### src/rtl/pll_sup_pkg.sv
// pll_sup_pkg: state encoding, width helper and default timing for the PLL lock supervisor
package pll_sup_pkg;
   localparam logic [2:0] ST_IDLE      = 3'd0;
   localparam logic [2:0] ST_PD        = 3'd1;
   localparam logic [2:0] ST_WAIT_LOCK = 3'd2;
   localparam logic [2:0] ST_STABLE    = 3'd3;
   localparam logic [2:0] ST_LOCKED    = 3'd4;
   localparam logic [2:0] ST_FAULT     = 3'd5;
   localparam int DEF_N_PLL         = 2;
   localparam int DEF_CNT_W         = 16;
   localparam int DEF_PD_CYCLES     = 64;
   localparam int DEF_LOCK_TIMEOUT  = 4096;
   localparam int DEF_STABLE_CYCLES = 1024;
   localparam int DEF_MAX_RETRIES   = 3;
   localparam int DEF_LOSS_W        = 8;
   function automatic int cnt_width(input int max_val);
      return (max_val < 2) ? 1 : $clog2(max_val + 1);
   endfunction
endpackage

### src/rtl/pll_sup_channel.sv
// pll_sup_channel: power-down sequencing, lock debounce, retry and loss counting for one PLL
module pll_sup_channel
   import pll_sup_pkg::*;
#(
   parameter int CNT_W         = DEF_CNT_W,
   parameter int PD_CYCLES     = DEF_PD_CYCLES,
   parameter int LOCK_TIMEOUT  = DEF_LOCK_TIMEOUT,
   parameter int STABLE_CYCLES = DEF_STABLE_CYCLES,
   parameter int MAX_RETRIES   = DEF_MAX_RETRIES,
   parameter int LOSS_W        = DEF_LOSS_W
)(
   input  logic              i_clk,
   input  logic              i_rst,
   input  logic              i_enable,
   input  logic              i_restart,
   input  logic              i_pll_lock,
   output logic              o_pll_powerdown_n,
   output logic              o_ready,
   output logic              o_fault,
   output logic              o_ready_nxt,
   output logic [LOSS_W-1:0] o_loss_count
);
   localparam int RET_W = cnt_width(MAX_RETRIES);
   localparam logic [CNT_W-1:0]  PD_LAST = CNT_W'(PD_CYCLES - 1);
   localparam logic [CNT_W-1:0]  TO_LAST = CNT_W'(LOCK_TIMEOUT - 1);
   localparam logic [CNT_W-1:0]  ST_LAST = CNT_W'(STABLE_CYCLES - 1);
   localparam logic [RET_W-1:0]  RET_MAX = RET_W'(MAX_RETRIES);
   localparam logic [LOSS_W-1:0] LOSS_MAX = '1;
   logic [1:0]        r_sync;
   logic [2:0]        r_state, w_state_n;
   logic [CNT_W-1:0]  r_tmr, w_tmr_n;
   logic [RET_W-1:0]  r_retry, w_retry_n;
   logic [LOSS_W-1:0] r_loss, w_loss_n;
   logic              r_pd_n, r_ready, r_fault;
   logic              w_lock_s;
   assign w_lock_s = r_sync[1];
   // next-state: disable beats restart, restart beats lock/timer events
   always_comb begin
      w_state_n = r_state;
      w_tmr_n   = r_tmr + 1'b1;
      w_retry_n = r_retry;
      w_loss_n  = r_loss;
      if (!i_enable) begin
         w_state_n = ST_IDLE;
         w_tmr_n   = '0;
         w_retry_n = '0;
      end else if (i_restart && r_state != ST_IDLE) begin
         w_state_n = ST_PD;
         w_tmr_n   = '0;
         w_retry_n = '0;
      end else begin
         case (r_state)
            ST_IDLE: begin
               w_state_n = ST_PD;
               w_tmr_n   = '0;
            end
            ST_PD: if (r_tmr == PD_LAST) begin
               w_state_n = ST_WAIT_LOCK;
               w_tmr_n   = '0;
            end
            ST_WAIT_LOCK: if (w_lock_s) begin
               w_state_n = ST_STABLE;
               w_tmr_n   = '0;
            end else if (r_tmr == TO_LAST) begin
               w_tmr_n   = '0;
               w_state_n = (r_retry < RET_MAX) ? ST_PD : ST_FAULT;
               w_retry_n = (r_retry < RET_MAX) ? r_retry + 1'b1 : r_retry;
            end
            ST_STABLE: if (!w_lock_s) begin
               w_state_n = ST_WAIT_LOCK;
               w_tmr_n   = '0;
            end else if (r_tmr == ST_LAST) begin
               w_state_n = ST_LOCKED;
               w_tmr_n   = '0;
               w_retry_n = '0;
            end
            ST_LOCKED: begin
               w_tmr_n   = '0;
               w_state_n = w_lock_s ? ST_LOCKED : ST_PD;
               w_loss_n  = (!w_lock_s && r_loss != LOSS_MAX) ? r_loss + 1'b1 : r_loss;
            end
            default: begin
               w_state_n = ST_FAULT;
               w_tmr_n   = '0;
            end
         endcase
      end
   end
   // state, counters and outputs registered from the next state so they change on the deciding edge
   always_ff @(posedge i_clk) begin
      if (i_rst) begin
         r_sync  <= '0;
         r_state <= ST_IDLE;
         r_tmr   <= '0;
         r_retry <= '0;
         r_loss  <= '0;
         r_pd_n  <= 1'b0;
         r_ready <= 1'b0;
         r_fault <= 1'b0;
      end else begin
         r_sync  <= {r_sync[0], i_pll_lock};
         r_state <= w_state_n;
         r_tmr   <= w_tmr_n;
         r_retry <= w_retry_n;
         r_loss  <= w_loss_n;
         r_pd_n  <= w_state_n inside {ST_WAIT_LOCK, ST_STABLE, ST_LOCKED};
         r_ready <= w_state_n == ST_LOCKED;
         r_fault <= w_state_n == ST_FAULT;
      end
   end
   assign o_pll_powerdown_n = r_pd_n;
   assign o_ready           = r_ready;
   assign o_fault           = r_fault;
   assign o_ready_nxt       = !i_rst && w_state_n == ST_LOCKED;
   assign o_loss_count      = r_loss;
endmodule

### src/rtl/pll_lock_supervisor.sv
// pll_lock_supervisor: independent per-PLL supervisors plus the combined ready flag
module pll_lock_supervisor
   import pll_sup_pkg::*;
#(
   parameter int N_PLL         = DEF_N_PLL,
   parameter int CNT_W         = DEF_CNT_W,
   parameter int PD_CYCLES     = DEF_PD_CYCLES,
   parameter int LOCK_TIMEOUT  = DEF_LOCK_TIMEOUT,
   parameter int STABLE_CYCLES = DEF_STABLE_CYCLES,
   parameter int MAX_RETRIES   = DEF_MAX_RETRIES,
   parameter int LOSS_W        = DEF_LOSS_W
)(
   input  logic                    i_clk,
   input  logic                    i_rst,
   input  logic [N_PLL-1:0]        i_enable,
   input  logic [N_PLL-1:0]        i_restart,
   input  logic [N_PLL-1:0]        i_pll_lock,
   output logic [N_PLL-1:0]        o_pll_powerdown_n,
   output logic [N_PLL-1:0]        o_ready,
   output logic [N_PLL-1:0]        o_fault,
   output logic                    o_all_ready,
   output logic [N_PLL*LOSS_W-1:0] o_loss_count
);
   logic [N_PLL-1:0] w_ready_nxt;
   logic             r_all_ready;
   genvar g;
   generate
      for (g = 0; g < N_PLL; g++) begin : g_ch
         pll_sup_channel #(
            .CNT_W(CNT_W), .PD_CYCLES(PD_CYCLES), .LOCK_TIMEOUT(LOCK_TIMEOUT),
            .STABLE_CYCLES(STABLE_CYCLES), .MAX_RETRIES(MAX_RETRIES), .LOSS_W(LOSS_W)
         ) u_ch (
            .i_clk(i_clk), .i_rst(i_rst), .i_enable(i_enable[g]), .i_restart(i_restart[g]),
            .i_pll_lock(i_pll_lock[g]), .o_pll_powerdown_n(o_pll_powerdown_n[g]),
            .o_ready(o_ready[g]), .o_fault(o_fault[g]), .o_ready_nxt(w_ready_nxt[g]),
            .o_loss_count(o_loss_count[g*LOSS_W +: LOSS_W])
         );
      end
   endgenerate
   // every enabled channel about to be ready, and at least one enabled
   always_ff @(posedge i_clk) begin
      r_all_ready <= i_rst ? 1'b0 : (|i_enable) && (&(w_ready_nxt | ~i_enable));
   end
   assign o_all_ready = r_all_ready;
endmodule

### config.mk
export PLATFORM = sky130hd
export DESIGN_NAME = pll_lock_supervisor
export DESIGN_NICKNAME = d
export VERILOG_FILES = /design/src/rtl/pll_sup_pkg.sv /design/src/rtl/pll_sup_channel.sv /design/src/rtl/pll_lock_supervisor.sv
export SDC_FILE = /design/constraint.sdc
export NUM_CORES = 1
export LEC_CHECK = 0
export CAP_MARGIN = 0
export CELL_PAD_IN_SITES_DETAIL_PLACEMENT = 1
export CELL_PAD_IN_SITES_GLOBAL_PLACEMENT = 1
export CORE_AREA = 2 2 87 89
export CTS_CLUSTER_SIZE = 10
export DETAILED_ROUTE_END_ITERATION = 6
export DIE_AREA = 0 0 89 91
export PLACE_DENSITY = 0.88
export SYNTH_ARGS = -nofsm -noshare
export SYNTH_HDL_FRONTEND = slang
export SYNTH_SLANG_ARGS = --single-unit
### constraint.sdc
create_clock -name i_clk -period 7.5 [get_ports i_clk]
set_clock_uncertainty 0.1 [all_clocks]
set_input_delay 0.75 -clock i_clk [delete_from_list [all_inputs] [get_ports i_clk]]
set_output_delay 0.75 -clock i_clk [all_outputs]
set_load 0.03 [all_outputs]
Word level (Yosys, flattened, before mapping)
Cells that the tools add are included.
W data, S select, Z words.

operators by class
  shift operators = 0
  equal/unequal tests = 34
  reduce and logical (&&, ||, !) cells = 26
  multipliers = 0
  bitwise gates (word level) = 6
  divide/modulo/power cells = 0
  add/subtract/negate cells = 6
  order comparisons = 2
  muxes and demuxes = 44

operators with widths
  cell                     number
  $mux W16                 10
  $pmux W16 S3             2
  $mux W3                  18
  $add A16 B1 Y16 const B  2
  $eq A16 B10 Y1 const B   2
  $eq A16 B12 Y1 const B   2
  $eq A16 B6 Y1 const B    2
  $pmux W3 S5              2
  $eq A3 B2 Y1 const B     8
  $mux W2                  10
  $eq A3 B3 Y1 const B     6
  $add A8 B1 Y8 const B    2
  $ne A2 B1 Y1 const B     8
  $ne A8 B8 Y1 const B     2
  $reduce_and A6 Y1        2
  $reduce_bool A3 Y1       4
  $pmux W2 S2              2
  $reduce_and A4 Y1        2
  $logic_and A1 B1 Y1      7
  $eq A3 B1 Y1 const B     2
  $logic_not A3 Y1         2
  $reduce_or A3 Y1         2
  $add A2 B1 Y2 const B    2
  $lt A2 B2 Y1 const B     2
  other kinds (8)          15

storage, ports and cells
  output and inout port bits = 23
  bits in latches = 0
  register bits after elaboration = 69
  bits in writable memories = 0
  bits in read-only memories = 0
  memories = 0

Longest topological paths before layout
  depth in word-level cells = 12
  depth in mapped cells = 9
  gate-level depth less buffers = 7

Cells and area by module
Synthesis repeated with hierarchy kept, for this count alone.

second synthesis, totals
  cells, all modules = 375
  area total of the unflattened synthesis = 3352.0 µm²

modules (own cells, without submodules)
  module                           cells each  instances  area an instance (µm²)
  pll_sup_channel at g_ch[1].u_ch  187         1          1676.6
  pll_sup_channel at g_ch[0].u_ch  184         1          1621.6
  pll_lock_supervisor              4           1          53.8

Worst setup path before layout
No wires, ideal clock.

  kind = register to register
  start point = register g_ch[1].u_ch.r_tmr[12]
  end point = register g_ch[1].u_ch.r_tmr[11]
  stages on the path, launching flop included = 9
  required time = 7.285 ns
  arrival time = 2.243 ns
  setup time = 0.115 ns
  setup slack = 5.042 ns
  path through = dfxtp_1 > or4_4 > or4b_4 > buf_6 > o31ai_4 > a21oi_1 > o21ai_4 > buf_8 > nor2_2

on the way
  word-level cells in the longest chain between the ends = 4
  elaborated cells on any way between the ends = 9
  those cells by class = 3 x eq/ne; 6 x mux

ends and longest elaborated chain
  what                                              line                                          text
  start, declared                                   pll_sup_channel.sv:31                         logic [CNT_W-1:0] r_tmr, w_tmr_n;
  start signal, assigned                            pll_sup_channel.sv:103                        r_tmr <= w_tmr_n;
  $eq A16 B10 Y1 or $eq A16 B12 Y1 (tied branches)  pll_sup_channel.sv:72, pll_sup_channel.sv:64
  $mux W16, on equally long branches                pll_sup_channel.sv:72, pll_sup_channel.sv:64
  $mux W16, on equally long branches                pll_sup_channel.sv:69, pll_sup_channel.sv:61
  $pmux W16 S3 *                                    pll_sup_channel.sv:52                         case (r_state)

Mark *: on every way between the ends. The rest lies on a longest branch, timed or not.
A chain may end at the register's enable or synchronous reset.

Final worst setup path
  start point = input i_rst
  end point = register r_all_ready (netlist: o_all_ready)

on the way
  word-level cells in the longest chain between the ends = 5
  elaborated cells on any way between the ends = 6
  those cells by class = 1 x bitwise; 5 x reduce/logical

ends and longest elaborated chain
  what                  line                       text
  start, declared       pll_lock_supervisor.sv:14  input logic i_rst,
  $logic_not A1 Y1      pll_sup_channel.sv:114     assign o_ready_nxt = !i_rst && w_state_n == ST_LOCKED;
  $logic_and A1 B1 Y1   pll_sup_channel.sv:114
  $or A2 B2 Y2          pll_lock_supervisor.sv:42  r_all_ready <= i_rst ? 1'b0 : (|i_enable) && (&(w_ready_nxt | ~i_enable));
  $reduce_and A2 Y1     pll_lock_supervisor.sv:42
  $logic_and A1 B1 Y1   pll_lock_supervisor.sv:42
  end signal, assigned  pll_lock_supervisor.sv:42
  end, declared         pll_lock_supervisor.sv:25  logic r_all_ready;

Parallel ways exist; a longest one is shown, timed or not.

==> reports/summary.txt <==
Syn avg cell area: 8.840 um^2
Yosys top cell by area: dfxtp_1
Vias in the first global route: 2764
Top-level I/O count: 31
Final Hold Viols: 0
Crit. End Element: register
Worst setup SP type: input pin
Req. time, crit path: 7660 ps
Synth unique cells: 56
Dpl cell area: 3557 um^2
Area contributors post-synth: dfxtp_1 43%, nor2_1 6.9%, xor2_1 5.9%
Vias per inst: 5.352
H-tree depth: 3
Flops & latches, synth: 69
Worst hold stages: 1
Fillers: 878
Period utilization: 40.93%
Max cap viols: 0
Crit path time final: 3069 ps
RR Endpoint: g_ch[0].u_ch.r_tmr[15]
Setup repair bufs after CTS: 0
Status: complete, no violations
Overall routed net length: 7704 um
Pwr Density: 185.1 nW/um^2
CP arrival: 3230 ps
R2R Setup Slk: 4720 ps
First-pass GRT wire length: 13240 um
Die area: 8099 um^2
Tot GR Track Use: 20.56%
Sink Count: 69
Die Width: 89 um
Sum Neg Setup Slack: 0 ps
Antenna diodes: 0
Post-cts resize count: 0
Row count: 31
Core area: 7137 um^2
Largest net degree at the start of global routing: 24
Hold endpoint: g_ch[0].u_ch.r_sync[1]
CTS tree: yes
Clk buf depth: 2
Slew Viols, Final: 0
Initial antenna violation count: 0
CTS Hold Bufs: 0
Yosys warnings: 0
# port buffers: 30
FF-to-FF path depth: 7
Hold Path Origin: g_ch[0].u_ch.r_sync[0]
RSZ-0062 raised after global routing: false
Finished Cell Area: 3756 um^2
Worst Path Class, Setup: input pin to register
Leakage: 1.278 nW
Share of the synthesized area in the top cell type: 42.58%
Dpl hpwl: 5682 um
Commonest register cell after synthesis: dfxtp_1
Synthesized instance count: 367
Via count: 2644
Multi-input logic area: 1722 um^2
Post-synth EDFFs: 0
Clk slew on worst S/H paths: 70 ps
Reg2reg start: g_ch[0].u_ch.r_tmr[0]
Initial Util: 45.46%
GPL Wtd Cong: 0.7760
Pre-antenna DRT Iters: 4
Max Clk Rate: 325.8 MHz
Routed Antenna Nets: 0
DRC violations left: 0
Post-synthesis sequential area ratio: 42.58%
Ys async rst share: 0%
Syn Nets: 381
Slew margin rel.: 47.47%
HP Class: register to register
Overall die height: 91 um
DR iter-0 viols: 90
Total power draw: 0.6952 mW
CP Max Fanout: 23
Clock latency on the worst-skew pair: 340 ps
Synthesis-to-layout area growth: 15.77%
Synth Cell Area: 3244 um^2
Layout cells sized above 1: 9.873%
Register Area: 1381 um^2
Clock Tree Root: clkbuf_8
Clock buffer count from CTS: 9
Total Nets Final: 405
Worst VDD drop: 145.1 uV
Setup Viol. Count Final: 0
Worst-margin pin slew: 785.5 ps
Grt ovf: 0
Wirelength per Cell: 15.60 um
==> layout by cell type (no fill, tap or decap), types with 2 or more instances in the layout <==
cell | Yosys | routed
a21oi_1 | 10 | 10
a31oi_1 | 4 | 4
and3_1 | 6 | 6
and4_1 | 5 | 5
clkbuf_8 | 0 | 11
clkdlybuf4s50_1 | 0 | 30
clkinv_2 | 0 | 2
dfxtp_1 | 69 | 69
ha_1 | 6 | 6
inv_1 | 8 | 8
mux2i_1 | 3 | 3
nand2_1 | 21 | 21
nand2b_1 | 8 | 8
nand3_1 | 20 | 20
nand4_1 | 9 | 9
nor2_1 | 60 | 60
nor2_2 | 10 | 10
nor2b_1 | 9 | 9
nor3_1 | 7 | 7
nor4_1 | 7 | 7
o21ai_0 | 8 | 8
or2_2 | 4 | 4
or3_1 | 3 | 3
or3b_2 | 2 | 2
or4_1 | 4 | 4
or4b_2 | 2 | 2
xnor2_1 | 18 | 18
xor2_1 | 22 | 22
==> flip-flops by register name (all words and copies together), names as in the netlist <==
register and count:
g_ch.u_ch.o_fault 2, g_ch.u_ch.o_loss_count 16, g_ch.u_ch.o_pll_powerdown_n 2, g_ch.u_ch.o_ready 2, g_ch.u_ch.r_retry 4, g_ch.u_ch.r_state 6, g_ch.u_ch.r_sync 4, g_ch.u_ch.r_tmr 32
o_all_ready 1
==> cell usage after synthesis (3+ instances only) <==
cell type   n
xnor2_1    18
dfxtp_1    69
nor2_1     60
nand3_1    20
nand4_1     9
a21oi_1    10
nand2_1    21
mux2i_1     3
clkbuf_1    6
nor4_1      7
a31oi_1     4
buf_4       7
and3_1      6
nand2b_1    8
nor2b_1     9
or4_1       4
or3_1       3
nor2_2     10
o21ai_0     8
or2_2       4
xor2_1     22
and4_1      5
inv_1       8
ha_1        6
nor3_1      7
==> cells by family after synthesis <==
group,Yosys count,share of synthesized area (%)
AND/OR/NAND/NOR,187,30.89
flip-flops,69,42.58
XOR/XNOR,40,10.80
AO/OA/AOI/OAI,36,7.830
buffers and inverters,25,4.357
adder cells (fa/ha/maj),7,2.622
multiplexers,3,0.9256
==> layer usage <==
layer	vias to the layer above	GRT usage [%]	wire length, um
li1	1316	-	-
met1	1290	25.40	3544
met2	28	34.95	3850
met3	10	5.727	197
met4	0	5.100	112
met5	-	0	0
==> report_power, final <==
group	switching (mW)	internal (mW)	total (mW)
sequential	0.00262	0.368	0.371
combinational	0.0108	0.00846	0.0193
clock	0.137	0.169	0.305
total	0.150	0.545	0.695
==> stage by stage <==
| step | hold WS (ps) | util (%) | cells | setup WS [ps] |
|---|---|---|---|---|
| 2_1_floorplan | 313.8 | - | 367 | 5042 |
| 3_3_place_gp | 320.6 | 49.84 | 479 | 4153 |
| 3_5_place_dp | 334.1 | 49.84 | 479 | 4066 |
| 4_1_cts | 349.4 | 52.63 | 494 | 4424 |
| 5_1_grt | 352.3 | 52.63 | 494 | 4207 |
| 6_report | 349.1 | 52.63 | 494 | 4431 |
==> worst max-delay path by stage <==
stage	startpoint	end	slack, ps
2_1_floorplan	g_ch[1].u_ch.r_tmr[12]	g_ch[1].u_ch.r_tmr[11]	5040
3_3_place_gp	i_rst	o_all_ready	4150
3_5_place_dp	i_rst	o_all_ready	4070
4_1_cts	i_rst	o_all_ready	4420
5_1_grt	i_rst	o_all_ready	4210
6_report	i_rst	o_all_ready	4430
==> cell type report <==
cell class              count  share of cell area, %
clock buffers              11                  4.031
clock inverters             4                  1.266
inverters                   8                 0.7995
multi-input cells         273                  45.84
flip-flops and latches     69                  36.78
well taps                  99                  3.298
repair buffers             30                  7.995
==> worst max-delay path, stage by stage <==
cell             delay, ps
clkdlybuf4s50_1        820
nand2b_1               410
or4b_2                 660
nor3_1                 140
or3_1                  180
nand2_1                 90
a22oi_1                180
Power figures use the tool's default switching activity.
